File: src/rtl/ofs_plat_avalon_mem_rd_credit_gate.sv
// Avalon-MM read-request credit gate: admits a burst only when its beats fit in the downstream
// response buffer. Optional statistics are enabled by defining OFS_PLAT_AVALON_RD_CREDIT_STATS_EN.
module ofs_plat_avalon_mem_rd_credit_gate #(
  parameter int ADDR_WIDTH            = 64,
  parameter int DATA_WIDTH            = 512,
  parameter int BURST_CNT_WIDTH       = 4,
  parameter int USER_WIDTH            = 1,
  parameter int MAX_OUTSTANDING_BEATS = 8,
  parameter int CNT_W                 = $clog2(MAX_OUTSTANDING_BEATS + 1)
) (
  input  logic                       clk,
  input  logic                       reset_n,

  input  logic                       src_rd_read,
  input  logic [ADDR_WIDTH-1:0]      src_rd_address,
  input  logic [BURST_CNT_WIDTH-1:0] src_rd_burstcount,
  input  logic [DATA_WIDTH/8-1:0]    src_rd_byteenable,
  input  logic [USER_WIDTH-1:0]      src_rd_user,
  output logic                       src_rd_waitrequest,
  output logic [DATA_WIDTH-1:0]      src_rd_readdata,
  output logic                       src_rd_readdatavalid,
  output logic [USER_WIDTH-1:0]      src_rd_readresponseuser,

  output logic                       snk_rd_read,
  output logic [ADDR_WIDTH-1:0]      snk_rd_address,
  output logic [BURST_CNT_WIDTH-1:0] snk_rd_burstcount,
  output logic [DATA_WIDTH/8-1:0]    snk_rd_byteenable,
  output logic [USER_WIDTH-1:0]      snk_rd_user,
  input  logic                       snk_rd_waitrequest,
  input  logic [DATA_WIDTH-1:0]      snk_rd_readdata,
  input  logic                       snk_rd_readdatavalid,
  input  logic [USER_WIDTH-1:0]      snk_rd_readresponseuser,

  output logic [CNT_W-1:0]           outstanding_beats,
  output logic                       idle,
  output logic [31:0]                stat_stall_cycles,
  output logic [CNT_W-1:0]           stat_peak_beats
);

  // Sums are formed wide enough that count + burstcount can never wrap.
  localparam int SUM_W = ((CNT_W > BURST_CNT_WIDTH) ? CNT_W : BURST_CNT_WIDTH) + 1;
  localparam logic [SUM_W-1:0] MAX_BEATS = SUM_W'(MAX_OUTSTANDING_BEATS);

  if (MAX_OUTSTANDING_BEATS < 2 ** (BURST_CNT_WIDTH - 1)) begin : g_bad_capacity
    $error("MAX_OUTSTANDING_BEATS must be >= the largest legal burst");
  end

  logic [CNT_W-1:0] count;
  logic [CNT_W-1:0] count_next;
  logic [SUM_W-1:0] count_ext;
  logic [SUM_W-1:0] burst_ext;
  logic [SUM_W-1:0] sum_req;
  logic [SUM_W-1:0] sum_acc;
  logic [SUM_W-1:0] sum_next;
  logic             fits;
  logic             accept;
  logic             ret;

  assign count_ext = SUM_W'(count);
  assign burst_ext = SUM_W'(src_rd_burstcount);
  assign sum_req   = count_ext + burst_ext;
  // Registered count only: credit returned this cycle is usable next cycle.
  assign fits      = (sum_req <= MAX_BEATS);

  assign snk_rd_read        = src_rd_read & fits & reset_n;
  assign snk_rd_address     = src_rd_address;
  assign snk_rd_burstcount  = src_rd_burstcount;
  assign snk_rd_byteenable  = src_rd_byteenable;
  assign snk_rd_user        = src_rd_user;
  assign src_rd_waitrequest = snk_rd_waitrequest | ~fits | ~reset_n;

  assign src_rd_readdata         = snk_rd_readdata;
  assign src_rd_readdatavalid    = snk_rd_readdatavalid;
  assign src_rd_readresponseuser = snk_rd_readresponseuser;

  assign accept     = snk_rd_read & ~snk_rd_waitrequest;
  assign ret        = snk_rd_readdatavalid;
  assign sum_acc    = accept ? sum_req : count_ext;
  // Returns with nothing outstanding (e.g. stale beats from before a reset) saturate at zero.
  assign sum_next   = (ret && (sum_acc != '0)) ? (sum_acc - SUM_W'(1)) : sum_acc;
  assign count_next = CNT_W'(sum_next);

  // NOTE: sequential state uses non-blocking assignments so every flop samples pre-edge values.
  always_ff @(posedge clk or negedge reset_n) begin
    if (!reset_n) begin
      count <= '0;
    end else begin
      count <= count_next;
    end
  end

  assign outstanding_beats = count;
  assign idle              = (count == '0);

`ifdef OFS_PLAT_AVALON_RD_CREDIT_STATS_EN
  logic [31:0]      stall_q;
  logic [CNT_W-1:0] peak_q;

  always_ff @(posedge clk or negedge reset_n) begin
    if (!reset_n) begin
      stall_q <= '0;
      peak_q  <= '0;
    end else begin
      if (src_rd_read && !fits && (stall_q != 32'hFFFF_FFFF)) begin
        stall_q <= stall_q + 32'd1;
      end
      if (count_next > peak_q) begin
        peak_q <= count_next;
      end
    end
  end

  assign stat_stall_cycles = stall_q;
  assign stat_peak_beats   = peak_q;
`else
  assign stat_stall_cycles = '0;
  assign stat_peak_beats   = '0;
`endif

`ifndef SYNTHESIS
  always_ff @(posedge clk) begin
    if (reset_n && ret && (sum_acc == '0)) begin
      $error("read response returned with no outstanding beats");
    end
    if (reset_n && src_rd_read && ((src_rd_burstcount == '0) || (burst_ext > MAX_BEATS))) begin
      $error("illegal read burstcount %0d", src_rd_burstcount);
    end
  end
`endif

endmodule
File: config.mk
export PLATFORM = sky130hd
export DESIGN_NAME = ofs_plat_avalon_mem_rd_credit_gate
export DESIGN_NICKNAME = d
export VERILOG_FILES = /design/src/rtl/ofs_plat_avalon_mem_rd_credit_gate.sv
export SDC_FILE = /design/constraint.sdc
export NUM_CORES = 1
export LEC_CHECK = 0
export BUFFER_PORTS_ARGS = -buffer_cell sky130_fd_sc_hd__buf_2
export CAP_MARGIN = 10
export CORE_AREA = 2 2 526 528
export CTS_CLUSTER_DIAMETER = 60
export CTS_CLUSTER_SIZE = 16
export DETAILED_ROUTE_END_ITERATION = 12
export DIE_AREA = 0 0 528 530
export PLACE_DENSITY_LB_ADDON = 0.25
export SYNTH_ARGS = -nofsm -noshare
export SYNTH_HDL_FRONTEND = slang
export SYNTH_SLANG_ARGS = --single-unit
File: constraint.sdc
create_clock -name clk -period 3.6 [get_ports clk]
set_clock_uncertainty 0.05 [all_clocks]
set_input_delay 0.72 -clock clk [delete_from_list [all_inputs] [get_ports clk]]
set_output_delay 0.72 -clock clk [all_outputs]
set_load 0.005 [all_outputs]
==> run_results.csv <==
group,metric,value,unit
outcome,status,"completed",
synth,ys_top_cells_by_count,"buf_4, a21oi_1, inv_1",
detailed_routing,drc,0,
placement,place_inst,3748,
setup_path,crit_fanout,3,
clock_network,htreeDepth,1,
clock_network,cts_tree,"built",
power_and_ir_drop,totalPowerFinal,0.00107,W
clock_network,root_buffer,"clkbuf_16",
finish,area_delta_synth_final,-2.08,%
global_route,grt.total_usage,11.4,%
setup_path,cp-start-kind,"input port",
setup_path,worst_r2r_path_depth,13,
detailed_routing,drtIter0Drc,105,
placement,post_dp_cell_area,5510,um^2
synth,async_flop_share,100,%
sta,fmax,0.286,GHz
synth,synthDistinctLibCells,37,
power_and_ir_drop,pwr_density_cell,191,nW/um^2
finish,final_util,2.04,%
clock_network,cts-resized-gates,0,
global_route,grt_pass1_vias,2173,
detailed_routing,viasPerCell,0.617,
power_and_ir_drop,p_sw_share,46.6,%
setup_path,reg2reg_to,"outstanding_beats[1]",
power_and_ir_drop,ir_drop,0.241,mV
synth,yosysMostFrequentCell,"buf_4",
power_and_ir_drop,clkPwrFrac,16.1,%
synth,avgSynthCellArea,7.59,um^2
synth,synth-seq-cells,4,
placement,io_buffers,20,
power_and_ir_drop,sequentialPowerShare,8.5,%
floorplan,num_rows,193,
power_and_ir_drop,internal-power,0.000571,W
power_and_ir_drop,switchingPower,0.000498,W
global_route,grt_pass1_wl,172000,um
floorplan,die_width,528,um
floorplan,start_util,2.08,%
global_route,grt_max_degree,9,
sta,min_period,3.50,ns
synth,synthCells,754,
detailed_routing,drt_pass1_iterations,4,
floorplan,die_h,530,um
sta,tightest_slew,0.816,ns
power_and_ir_drop,combinationalPowerShare,75.4,%
floorplan,core_area,275000,um^2
detailed_routing,wirelength,166000,um
setup_path,critical_path_class,"in -> out",
synth,yosysSeqAreaShare,1.75,%
setup_path,r2r_start,"outstanding_beats[0]",
clock_network,clk_pin_slew,0.03,ns
power_and_ir_drop,p_leak,0.566,nW
finish,drive_gt1_share,35.4,%
synth,synth_edf_count,0,
global_route,grt_overflow_total,0,
finish,final_cells,3755,
synth,post-synth-top-area-fraction,89.6,%
setup_path,crit_required,2.83,ns
hold_path,hold_class,"in -> async",
clock_network,cts_hold_buf,0,
finish,fin_area,5600,um^2
run,cap_violations,0,
setup_path,ff2ff_setup_slack,0.33,ns
sta,maxSlewViolCount,0,
placement,globalplace.congestion,0.897,
sta,hold_viol,0,
synth,yosysTopAreaCell,"buf_4",
sta,setup_viol,0,
clock_network,clk_latency,0.22,ns
sta,holdWs,0.268,ns
global_route,antenna_found_initial,3,
setup_path,cp-end-kind,"primary output",
floorplan,dieArea,280000,um^2
floorplan,ioPinCount,1341,
sta,period_share,97.2,%
clock_network,cts.sinks,4,
synth,ys.flop_type,"dfrtp_1",
detailed_routing,ant_nets,0,
finish,nFillCells,32900,
clock_network,numCtsBuffers,3,
sta,relSlewSlack,45.3,%
finish,largest_reg_flops,4,
finish,fin_nets,803,
detailed_routing,vias,2315,
setup_path,arrival,2.73,ns
synth,syn_area,5720,um^2
clock_network,post_cts_buffers,0,
synth,yosysWarningCount,0,
synth,synth_area_leaders,"buf_4, dfrtp_1, ha_1",
clock_network,clockBufferDepth,2,
placement,dpl.hpwl,165000,um
detailed_routing,routedWlPerCell,44.3,um
-- how the worst max path moves through the flow --
stage	start	to	slack [ns]	depth (start not counted)
final	src_rd_burstcount[0]	src_rd_waitrequest	0.10	10
after global routing	src_rd_burstcount[0]	src_rd_waitrequest	-0.01	10
after CTS	src_rd_burstcount[0]	src_rd_waitrequest	0.04	10
after detailed placement	src_rd_burstcount[0]	outstanding_beats[1]	-0.09	14
after global placement	src_rd_burstcount[0]	outstanding_beats[1]	-0.08	14
after floorplan	src_rd_burstcount[0]	outstanding_beats[1]	0.02	13
-- routing by layer --
metal / vias to the layer above / track usage [%] / share of wire, %
met2: 1198 / 15.3 / 38
met1: 499 / 0.963 / 3.1
met4: 6 / 3.08 / 3.3
met3: 224 / 29.8 / 55
li1: 388 / - / -
met5: - / 0.718 / 0.14
-- critical path, cell delays in order --
cell	delay (ns)
buf_2	0.09
ha_2	0.17
inv_1	0.05
fa_1	0.59
nand3b_1	0.11
a21oi_2	0.18
o311ai_4	0.13
buf_4	0.19
or2_2	0.31
buf_12	0.16
-- cells in the final DEF, fill, tap and decap left out, types with 2 or more instances in the layout --
master      n
nor3_1      2
nand2_1     2
a21oi_1     9
clkbuf_16   3
inv_1       5
mux2_4      2
a211oi_1    2
nor2b_1     2
mux2i_1     5
nor2_1      4
conb_1     36
o2111ai_1   2
diode_2     4
ha_2        2
buf_12      2
buf_2      19
dfrtp_1     4
ha_1        3
buf_4      15
-- power by group through the flow --
stage | combinational [W] | clock, W | sequential [W]
global route | 0.000888 | 0.000181 | 0.0000919
global placement | 0.000799 | 0 | 0.0000917
CTS | 0.000799 | 0.000174 | 0.0000902
floorplan | 0.00101 | 0 | 0.000105
finish | 0.000806 | 0.000172 | 0.0000910
detailed placement | 0.000794 | 0 | 0.0000905
-- per-stage QoR --
step | TNS, ns | worst slack [ns]
global placement | -0.0961 | -0.0834
global route | -0.00960 | -0.00960
finish | 0 | 0.101
CTS | 0 | 0.0415
detailed placement | -0.185 | -0.0946
floorplan | 0 | 0.0176
-- cell families after synthesis --
kind of cell	synth area share, %
adder cells (fa/ha/maj)	1.44
multiplexers	1.40
XOR/XNOR	0.306
other	0.0655
AO/OA/AOI/OAI	2.41
flip-flops	1.75
buffers and inverters	90.1
AND/OR/NAND/NOR	2.56
-- final cells by class --
type	count	area, um^2	share of cell area [%]
sequential	4	100	1.79
clock buffer	3	75.1	1.34
inverter	6	22.5	0.402
multi-input combinational	95	636	11.3
timing repair buffer	36	248	4.42
antenna	4	10.0	0.179
tap	3607	4510	80.5
Note: power is estimated with default switching activity, not from simulation.
